**config.mk**
```make
export PLATFORM = sky130hd
export DESIGN_NAME = kpn_split_scheduler
export DESIGN_NICKNAME = d
export VERILOG_FILES = /design/src/rtl/kpn_pkg.sv /design/src/rtl/kpn_sat_counter.sv /design/src/rtl/kpn_split_scheduler.sv
export SDC_FILE = /design/constraint.sdc
export NUM_CORES = 1
export LEC_CHECK = 0
export ABC_AREA = 1
export CAP_MARGIN = 10
export CELL_PAD_IN_SITES_DETAIL_PLACEMENT = 0
export CELL_PAD_IN_SITES_GLOBAL_PLACEMENT = 1
export CORE_MARGIN = 5
export CORE_UTILIZATION = 35
export CTS_BUF_LIST = sky130_fd_sc_hd__clkbuf_4 sky130_fd_sc_hd__clkbuf_8 sky130_fd_sc_hd__clkbuf_16
export DETAILED_ROUTE_END_ITERATION = 6
export PLACE_DENSITY_LB_ADDON = 0.12
export SKIP_LAST_GASP = 1
export SYNTH_ARGS = -nofsm -noshare
export SYNTH_HDL_FRONTEND = slang
export SYNTH_SLANG_ARGS = --single-unit
```
**constraint.sdc**
```tcl
create_clock -name clk -period 2.4 [get_ports clk]
set_clock_uncertainty 0.05 [all_clocks]
set_input_delay 0.36 -clock clk [delete_from_list [all_inputs] [get_ports clk]]
set_output_delay 0.36 -clock clk [all_outputs]
set_load 0.05 [all_outputs]
```
**src/rtl/kpn_pkg.sv**
```systemverilog
// kpn_pkg: shared types and defaults for KPN node schedulers.
package kpn_pkg;
  localparam int KPN_DATA_WIDTH = 16;
  typedef enum logic [1:0] {IDLE, FETCH, LATCH, EMIT} kpn_split_state_t;
endpackage

```
**src/rtl/kpn_sat_counter.sv**
```systemverilog
// kpn_sat_counter: saturating up-counter with synchronous clear.
module kpn_sat_counter #(
  parameter int WIDTH = 16
) (
  input  logic             clk,
  input  logic             rst_n,
  input  logic             inc,
  input  logic             clear,
  output logic [WIDTH-1:0] count
);
  logic [WIDTH-1:0] count_q, count_d;
  always_comb count_d = clear ? '0 : (inc && !(&count_q)) ? count_q + WIDTH'(1) : count_q;
  always_ff @(posedge clk or negedge rst_n)
    if (!rst_n) count_q <= '0;
    else count_q <= count_d;
  assign count = count_q;
endmodule

```
**src/rtl/kpn_split_scheduler.sv**
```systemverilog
// kpn_split_scheduler: moves one input token to two output FIFOs with blocking-write semantics.
module kpn_split_scheduler
  import kpn_pkg::*;
#(
  parameter int DATA_WIDTH = KPN_DATA_WIDTH,
  parameter int CNT_WIDTH  = 16
) (
  input  logic                  clk,
  input  logic                  rst_n,
  input  logic                  enable,
  input  logic                  in_empty,
  input  logic [DATA_WIDTH-1:0] in_data,
  output logic                  in_rd,
  input  logic                  out1_full,
  input  logic                  out2_full,
  output logic                  out1_wr,
  output logic                  out2_wr,
  output logic [DATA_WIDTH-1:0] out1_data,
  output logic [DATA_WIDTH-1:0] out2_data,
  output logic                  busy,
  output logic [CNT_WIDTH-1:0]  token_count,
  output logic [CNT_WIDTH-1:0]  stall_count
);
  kpn_split_state_t      state_q, state_d;
  logic [DATA_WIDTH-1:0] token_q, token_d;
  logic                  done1_q, done1_d, done2_q, done2_d;
  logic [CNT_WIDTH-1:0]  tok_cnt_q, tok_cnt_d;
  logic                  emit, fin, stall;
  always_comb begin
    emit      = state_q == EMIT;
    in_rd     = state_q == FETCH;
    busy      = state_q != IDLE;
    out1_wr   = emit && !done1_q && !out1_full;
    out2_wr   = emit && !done2_q && !out2_full;
    fin       = emit && (done1_q || out1_wr) && (done2_q || out2_wr);
    stall     = emit && ((!done1_q && out1_full) || (!done2_q && out2_full));
    state_d   = state_q;
    token_d   = token_q;
    done1_d   = done1_q | out1_wr;
    done2_d   = done2_q | out2_wr;
    tok_cnt_d = fin ? tok_cnt_q + CNT_WIDTH'(1) : tok_cnt_q;
    case (state_q)
      IDLE:  state_d = (enable && !in_empty) ? FETCH : IDLE;
      FETCH: state_d = LATCH;
      LATCH: begin
        state_d = EMIT;
        token_d = in_data;
        done1_d = 1'b0;
        done2_d = 1'b0;
      end
      default: state_d = fin ? IDLE : EMIT;
    endcase
  end
  always_ff @(posedge clk or negedge rst_n)
    if (!rst_n) begin
      state_q   <= IDLE;
      token_q   <= '0;
      done1_q   <= 1'b0;
      done2_q   <= 1'b0;
      tok_cnt_q <= '0;
    end else begin
      state_q   <= state_d;
      token_q   <= token_d;
      done1_q   <= done1_d;
      done2_q   <= done2_d;
      tok_cnt_q <= tok_cnt_d;
    end
  kpn_sat_counter #(.WIDTH(CNT_WIDTH)) u_stall_cnt (
    .clk   (clk),
    .rst_n (rst_n),
    .inc   (stall),
    .clear (1'b0),
    .count (stall_count)
  );
  assign out1_data   = token_q;
  assign out2_data   = token_q;
  assign token_count = tok_cnt_q;
endmodule

```
; Yosys cells after proc, flatten, opt, wreduce, memory -nomap -nowiden
; Index checks and enable logic that the tools add are counted.
[word_totals]
in_bits = 22
out_inout_bits = 68
regBits = 52
elab_cells = 41
[op_classes]
add_sub_neg = 2
n_reduce_logical = 23
mux = 5
n_eq_ne = 3
bitwise_logic = 2
[op_table]
columns = cell, n
row1 = $add A16 B1 Y16 const B, 2
row2 = $reduce_and A16 Y1, 1
row3 = $logic_and A1 B1 Y1, 11
row4 = $logic_not A1 Y1, 6
row5 = $pmux W2 S3, 1
row6 = $eq A2 B2 Y1 const B, 2
row7 = $logic_or A1 B1 Y1, 3
row8 = $mux W1, 3
row9 = $eq A2 B1 Y1 const B, 1
row10 = $logic_not A2 Y1, 1
row11 = $mux W2, 1
row12 = $or A1 B1 Y1, 2
row13 = $reduce_bool A2 Y1, 1

; Longest topological paths before layout
; Gate-level depths: netlist of the first run.
[logic_depth]
depth_word = 8
depth_mapped = 9

; Modules after synthesis
; From an unflattened synthesis of the first run, not the netlist that was laid out.
[unflattened]
cells_unflattened = 361
area_unflattened_um2 = 2965.3
[by_module_without_submodules]
columns = module, area_each_um2, cells_each, seq_area_each_um2, instances
row1 = kpn_split_scheduler, 1880.6, 196, 900.9, 1
row2 = kpn_sat_counter, 1084.8, 165, 400.4, 1

; Worst setup path before layout of the first run
; Ideal clock, no wire load.
[synth_timing]
path_type = reg2out
from = register state_q[0]
to = output port out1_wr
t_arrival_ns = 1.546
path_slack_ns = 0.444
path_stages_with_launch = 5
path_cell_list = dfrtp_1 > ha_1 > inv_1 > or2_2 > nor2_1
[synth_via]
elab_chain_len = 3
[synth_lines]
columns = item, line
row1 = from (decl), kpn_split_scheduler.sv:24  ; kpn_split_state_t state_q, state_d;
row2 = from (signal assigned), kpn_split_scheduler.sv:62  ; state_q <= state_d;
row3 = $eq A2 B2 Y1, kpn_split_scheduler.sv:30  ; emit = state_q == EMIT;
row4 = $logic_and A1 B1 Y1 (2 in series), kpn_split_scheduler.sv:33  ; out1_wr = emit && !done1_q && !out1_full;
row5 = to (decl), kpn_split_scheduler.sv:16  ; output logic out1_wr,
; No other way between the ends.

; Worst setup path in the final report of the first run
[layout_timing]
from = register state_q[0]
to = output port busy
[layout_via]
elab_chain_len = 1
[layout_lines]
columns = item, line
row1 = $reduce_bool A2 Y1, kpn_split_scheduler.sv:32  ; busy = state_q != IDLE;
row2 = to (decl), kpn_split_scheduler.sv:20  ; output logic busy,
; No other way between the ends.

==> out/metrics.yaml, run 1 <==
drive_gt1_frac: 0.111
maxSlewHeadroom: 0.544
path_buf_inv: 3
use_met2: 0.245
p_seq_frac: 0.270
syn_to_final_growth_pct: 36.0
fin_ws_ps: 122
startpoint: "state_q[0]"
yosys_warnings: 0
crit_path_start_kind: "register"
htreeDepth: 2
yosysSeqAreaShare: 0.453
globalRouteTotalUtil: 0.140
ant_nets: 0
fin_crit_ps: 2280
grt_busiest_layer: "met2"
swShare: 0.511
syn_nets: 365
cap_viol_max_count: 0
placementRows: 33
hold_buffers: 0
grt_pass1_vias: 2350
drc: 0
initial_core_util: 0.355
place_congestion: 0.789
worst_pin_slew_ps: 684
fin_tns_setup_ps: 0
ctsResizeCount: 0
p_int_mw: 2.70
r2r_start: "u_stall_cnt.count[0]"
antenna_found_initial: 0
r2r_slack_ps: 620
critical_path.slowest_cell: "clkdlybuf4s50_1"
synth_ff_type: "dfrtp_1"
worstPathMaxFanout: 4
synth.cell_area_um2: 2880
clock_sinks: 52
max-vdd-ir-drop_v: 0.00103
cpLargestDelayFamily: "buffers and inverters"
ctsLongestPathBuffers: 2
synthDistinctLibCells: 27
grt_max_degree: 29
nFillCells: 832
run_status: "complete, no violations"
wl_um: 6790
antennaDiodeCount: 0
clk_pin_slew_worst_paths_ps: 100
cp_cell_sequence: "inv_1 -> ha_1 -> inv_1 -> clkdlybuf4s50_1"
cts-root-buf: "clkbuf_8"
cts_tree: "yes"
power_frac_clock: 0.123
fp.dieW_um: 101
hold_violations: 0
coreArea_um2: 8090
pre_cts_ws_ps: 455
dp_hpwl_um: 5110
port-buffer-count: 89
synth_edf_count: 0
via_per_inst: 4.48
io_pins: 90
p_per_area_nw_per_um2: 1410
ys_async_sr_fraction: 1.00
groute.layer.met3.usage: 0.0339
crit_path_frequent_cell: "inv_1"
drt-pass1-iter-count: 4
period_share: 0.949
cpPeakStageDelay_ps: 800
clock_latency_ps: 310
num_vias: 2332
setup_violations: 0
ys_ff_latch: 52
pwr-share-comb: 0.607
leakage_nw: 1.68
arrival_ps: 1870
drv_slew: 0
p_sw_mw: 2.82
wl_per_cell_um: 13.1
post_cts_buffers: 0
grt_overflow: 0
syn_inst: 336
numCtsBuffers: 5
gr-usage-met1: 0.176
cp.required_ps: 1990
critical_path_class: "reg -> out"
grt_pass1_wl_um: 11400
first_iter_violations: 41
syn_avg_cell_area_um2: 8.56
dieArea_um2: 10100
hold_path_class: "in -> async"
crit_path_end_kind: "primary output"
maxClockFrequency_mhz: 439
die_h_um: 101
rsz0062_at_grt: "false"
fin_nets: 443
## cell usage after synthesis (2+ instances only)
library cell | n | area (µm²)
a21oi_1 | 2 | 10.0
buf_2 | 2 | 10.0
xor2_1 | 6 | 52.6
inv_1 | 31 | 116
buf_4 | 16 | 120
nand2_2 | 2 | 12.5
nand3b_1 | 2 | 15.0
nand3_1 | 13 | 65.1
o21ai_0 | 11 | 55.1
nor2_1 | 32 | 120
nand4_1 | 9 | 56.3
o21ai_2 | 4 | 35.0
nor2_4 | 5 | 56.3
mux2_2 | 16 | 180
xnor2_1 | 10 | 87.6
ha_1 | 7 | 87.6
or2_2 | 2 | 12.5
nand2_1 | 106 | 398
dfrtp_1 | 52 | 1300
## power groups by stage
| stage | combinational (mW) | clock, mW | sequential, mW |
|---|---|---|---|
| 2_1_floorplan | 1.59 | 0 | 2.37 |
| 3_3_place_gp | 3.36 | 0 | 1.50 |
| 3_5_place_dp | 3.38 | 0 | 1.51 |
| 4_1_cts | 3.39 | 0.709 | 1.49 |
| 5_1_grt | 3.53 | 0.740 | 1.55 |
| 6_report | 3.35 | 0.679 | 1.49 |
## registers in the layout, summed over array words and instances, names as in the netlist
register	count
u_stall_cnt.count	16
token_count	16
done1_q	1
done2_q	1
state_q	2
out1_data	16
## per-layer routing
metal,up-vias,share of wire
li1,1199,-
met4,0,0.0049
met2,44,0.49
met3,2,0.046
met5,-,0
met1,1087,0.45
## cells by family after synthesis
group | count (synthesis) | synth area share
AOI/OAI and AO/OA | 19 | 0.0440
xor gates and xnor gates | 16 | 0.0487
adders and majority gates | 7 | 0.0305
buffers and inverters | 52 | 0.0962
DFF | 52 | 0.453
muxes | 16 | 0.0627
and+or+nand+nor | 174 | 0.265
## metrics by stage
step                instance area, µm²   util  cells  total power, mW  hold slack [ps]
floorplan                         2880      -    336             3.96             14.4
global placement                  3780  0.468    512             4.86              389
detailed placement                3780  0.468    512             4.89              393
CTS                               3910  0.483    520             5.59             47.2
global route                      3910  0.483    520             5.82             70.3
finish                            3910  0.483    520             5.51             31.9
## worst register-to-register path: stages, from the launching register on
cell	delay [ps]
dfrtp_1	460
ha_1	310
inv_1	120
nor2_4	60
nand2_4	90
nor2_4	50
nor2_4	380
nand2_1	130
o21ai_2	80
## area by class of cell
cell class                      count  area (µm²)  share of cell area
Clock inverter                      1        30.0             0.00768
Sequential cell                    52        1300               0.333
Clock buffer                        7        96.3              0.0246
Timing Repair Buffer               91         933               0.239
Inverter                           32         120              0.0307
Multi-Input combinational cell    232        1300               0.332
Tap cell                          105         131              0.0336
## final timing paths
kind,depth (start not counted),endpoint
min in group clk,2,token_count[15]
worst min register to register,2,token_count[15]
worst max-delay path,4,busy
worst max register to register,8,u_stall_cnt.count[7]
max in group asynchronous,2,token_count[15]
worst min-delay path,1,out1_data[13]
## placed cells by master (no fill, tap or decap), types with 7 or more instances in the layout
cell type and instances:
clkbuf_8 7, clkdlybuf4s50_1 86, dfrtp_1 52, ha_1 7
inv_1 31, mux2_2 16, nand2_1 106, nand3_1 13
nand4_1 9, nor2_1 32, o21ai_0 11, xnor2_1 10
(Power assumes the default switching activity.)
==> run 2: changes to the inputs <==
Settings changed: PLACE_DENSITY_LB_ADDON 0.12 to 0.1, SLEW_MARGIN set to 0.
==> run 2 against run 1 <==
Against the previous run:
- clock power decreased by 8.1%
- count of clock-buffer cells in the layout decreased by 2
- register-to-register slack about the same
- sequential cell count unchanged
- non-clock buffer count increased by 1
- worst hold slack improved by 440 ps
- cell count increased by 0.19%
- die area unchanged
- first-iteration DRC count increased by 4.9%
- critical path depth unchanged
- final area decreased by 0.13%
- wire length decreased by 2.9%
- critical endpoint unchanged
- highest routed layer unchanged
==> out/metrics.yaml, run 2 (synthesis gave the netlist of run 1 again) <==
run_status: "complete, no violations"
worst_pin_slew_ps: 535
arrival_ps: 1860
hold_path_class: "reg -> reg"
r2r_cells: 8
first_iter_violations: 43
final_cell_mix: "106 x nand2_1, 86 x clkdlybuf4s50_1, 52 x dfrtp_1, 32 x nor2_1, 31 x inv_1"
initial_core_util: 0.355
maxSlewHeadroom: 0.642
crit_path_end_kind: "primary output"
wl_met3_um: 248
cap_viol_max_count: 0
cpLargestDelayFamily: "buffers and inverters"
r2r_slack_ps: 630
drt-pass1-iter-count: 4
p_per_area_nw_per_um2: 1390
met2_length_um: 3330
worstHoldStart: "token_count[5]"
cpPeakStageDelay_ps: 800
via_per_inst: 4.43
cts_tree: "yes"
globalRouteTotalUtil: 0.136
num_vias: 2307
numCtsBuffers: 5
worst_hold_path.num_cells: 1
clock_latency_ps: 300
clock_sinks: 52
holdPathEnd: "token_count[5]"
htreeDepth: 2
dieArea_um2: 10100
grt_pass1_vias: 2338
grt_pass1_wl_um: 11200
wl_met1_um: 2980
final_core_util: 0.483
clk_pin_slew_worst_paths_ps: 100
critical_path_class: "reg -> out"
dp_hpwl_um: 5040
drc: 0
setup_violations: 0
grt_overflow: 0
place_congestion: 0.825
top_layer: "met4"
worstPathMaxFanout: 4
grt_max_degree: 53
ant_nets: 0
fin_nets: 444
crit_path_start_kind: "register"
ctsLongestPathBuffers: 2
coreArea_um2: 8090
pre_cts_ws_ps: 447
io_pins: 90
critical_path.slowest_cell: "clkdlybuf4s50_1"
final_cells: 521
fp.dieW_um: 101
syn_to_final_growth_pct: 35.8
antenna_found_initial: 0
placementRows: 33
r2r_start: "u_stall_cnt.count[0]"
rsz0062_at_grt: "false"
path_buf_inv: 3
period_share: 0.946
drive_gt1_frac: 0.111
wl_um: 6590
maxClockFrequency_mhz: 441
wl_per_cell_um: 12.6
leakage_nw: 1.67
ctsResizeCount: 0
die_h_um: 101
placedCellCount: 512
port-buffer-count: 89
fin_tns_setup_ps: 0
drv_slew: 0
antennaDiodeCount: 0
r2r-end: "u_stall_cnt.count[7]"
final_common_cell: "nand2_1"
cts-root-buf: "clkbuf_8"
cp.required_ps: 1990
max-vdd-ir-drop_v: 0.00112
cp_cell_sequence: "inv_1 -> ha_1 -> inv_1 -> clkdlybuf4s50_1"
critical_path_depth: 4
fin_crit_ps: 2270
hold_violations: 0
fin_ws_ps: 130
crit_path_frequent_cell: "inv_1"
run 2: changes by cell type in the layout (fill, tap and decap cells not counted):
cell	delta
clkinv_2	+1
clkbuf_8	-2
clkinvlp_4	+1
dlygate4sd3_1	+1
run 2: how the worst max path moves through the flow:
| stage | end | slack, ps | from |
|---|---|---|---|
| after floorplan | out1_wr | 440 | state_q[0] |
| after global placement | busy | 480 | state_q[0] |
| after detailed placement | busy | 450 | state_q[0] |
| after CTS | busy | 100 | state_q[0] |
| after global routing | busy | 50 | state_q[0] |
| final | busy | 130 | state_q[0] |
run 2: repair_timing:
action | 4_1_cts | 5_1_grt
setup buffers | 0 | 0
hold buffers | 1 | 0
endpoints found under the hold margin | 10 | 0
run 2: where the power goes:
group / switching [mW] / internal [mW]
combinational: 2.19 / 1.15
sequential: 0.303 / 1.18
clock: 0.315 / 0.310
run 2: per-layer routing:
layer / vias up / global-route usage
met5: - / 0
met3: 2 / 0.0263
li1: 1196 / -
met4: 0 / 0.0218
met1: 1069 / 0.177
met2: 40 / 0.238
run 2: cell type report:
cell class / instances / area, µm²
Timing Repair Buffer: 92 / 943
Multi-Input combinational cell: 232 / 1300
Tap cell: 105 / 131
Inverter: 32 / 120
Fill cell: 820 / 4190
Clock buffer: 5 / 68.8
Clock inverter: 3 / 42.5
Sequential cell: 52 / 1300
run 2: stage by stage:
stage          cell area [µm²]  hold WS, ps  total power, mW
6_report                  3910          476             5.45
5_1_grt                   3910          506             5.76
4_1_cts                   3910          481             5.52
3_5_place_dp              3780          332             4.89
3_3_place_gp              3780          332             4.86
2_1_floorplan             2880         14.4             3.96
==> run 3: changes to the inputs <==
Settings changed: CORE_UTILIZATION 35 to 37.
==> run 3 against run 2 <==
Against the previous run:
- sequential share of layout area up 0.24 points
- final area down 0.70%
- global-route usage up 0.26 points
- worst hold slack worse by 460 ps
- cell count down 0.77%
- critical path depth unchanged
- combinational power about the same
- total power down 1.6%
- worst setup slack better by 7.9 ps
- critical path type unchanged
- critical endpoint unchanged
- highest routed layer unchanged
==> out/metrics.yaml, run 3 (synthesis gave the netlist of run 1 again) <==
run_status: "complete, no violations"
grt_pass1_wl_um: 11100
max-vdd-ir-drop_v: 0.00110
leakage_nw: 1.66
grt_overflow: 0
critical_path_class: "reg -> out"
use_met2: 0.248
startpoint: "state_q[0]"
period_share: 0.942
drv_slew: 0
cp_cell_sequence: "inv_1 -> ha_1 -> inv_1 -> clkdlybuf4s50_1"
rsz0062_at_grt: "false"
maxClockFrequency_mhz: 442
gr-usage-met1: 0.172
htreeDepth: 2
via_per_inst: 4.56
wl_um: 6460
hold_buffers: 0
p_per_area_nw_per_um2: 1380
numCtsBuffers: 5
maxSlewHeadroom: 0.569
grt_max_degree: 28
drt-pass1-iter-count: 4
cts_tree: "yes"
arrival_ps: 1850
clock_latency_ps: 300
drc: 0
cpLargestDelayFamily: "buffers and inverters"
hold_violations: 0
cap_viol_max_count: 0
ctsLongestPathBuffers: 2
worstPathMaxFanout: 4
ctsResizeCount: 0
port-buffer-count: 89
initial_core_util: 0.376
wl_per_cell_um: 12.5
dp_hpwl_um: 5050
num_vias: 2358
ant_nets: 0
fin_tns_setup_ps: 0
place_congestion: 0.778
setup_violations: 0
antenna_found_initial: 0
placementRows: 32
power_mw: 5.36
fin_nets: 443
crit_path_start_kind: "register"
globalRouteTotalUtil: 0.139
io_pins: 90
die_h_um: 98.2
worst_pin_slew_ps: 646
final_core_util: 0.507
seq_area_um2: 1300
coreArea_um2: 7650
final_common_cell: "nand2_1"
cp.required_ps: 1990
cts-root-buf: "clkbuf_8"
dieArea_um2: 9630
clock_sinks: 52
clk_pin_slew_worst_paths_ps: 100
nFillCells: 758
antennaDiodeCount: 0
groute.layer.met3.usage: 0.0279
crit_path_frequent_cell: "inv_1"
critical_path.slowest_cell: "clkdlybuf4s50_1"
first_iter_violations: 38
cpPeakStageDelay_ps: 800
fin_crit_ps: 2260
post_cts_buffers: 0
multi_input_area_um2: 1300
final_cell_mix: "106 x nand2_1, 86 x clkdlybuf4s50_1, 52 x dfrtp_1, 32 x nor2_1, 31 x inv_1"
grt_busiest_layer: "met2"
syn_to_final_growth_pct: 34.9
path_buf_inv: 3
hold_path_class: "in -> async"
fp.dieW_um: 98.2
r2r_start: "u_stall_cnt.count[0]"
grt_pass1_vias: 2372
drive_gt1_frac: 0.111
crit_path_end_kind: "primary output"
## run 3: worst paths after layout
| path | end | slack (ps) | depth (start not counted) |
|---|---|---|---|
| worst max-delay path | busy | 140 | 4 |
| worst min-delay path | out1_data[10] | 20 | 1 |
| worst max register to register | u_stall_cnt.count[3] | 640 | 7 |
| worst min register to register | token_count[15] | 470 | 2 |
| max in group asynchronous | token_count[6] | 1710 | 2 |
| min in group clk | token_count[15] | 470 | 2 |
## run 3: metal layers
| layer | vias up | part of all wire |
|---|---|---|
| li1 | 1198 | - |
| met1 | 1114 | 0.43 |
| met2 | 41 | 0.52 |
| met3 | 5 | 0.039 |
| met4 | 0 | 0.0074 |
| met5 | - | 0 |
## run 3: layout make-up
type | instances | area share
clock inverters | 1 | 0.00194
well taps | 102 | 0.0329
flip-flops and latches | 52 | 0.336
repair buffers | 91 | 0.241
multi-input cells | 232 | 0.335
clock buffers | 7 | 0.0232
inverters | 32 | 0.0310
## run 3: power by group
part	internal, mW	switching, mW
logic	1.15	2.19
clock network	0.247	0.296
registers	1.18	0.294
total	2.58	2.78
## run 3: through the flow
stage / hold slack, ps / std cells / setup WS (ps) / cell area, µm²
after global placement: 388 / 509 / 484 / 3780
after CTS: 41.4 / 517 / 105 / 3880
after global routing: 77.3 / 517 / 9.82 / 3880
after detailed placement: 383 / 509 / 457 / 3780
after floorplan: 14.4 / 336 / 444 / 2880
final: 16.4 / 517 / 138 / 3880
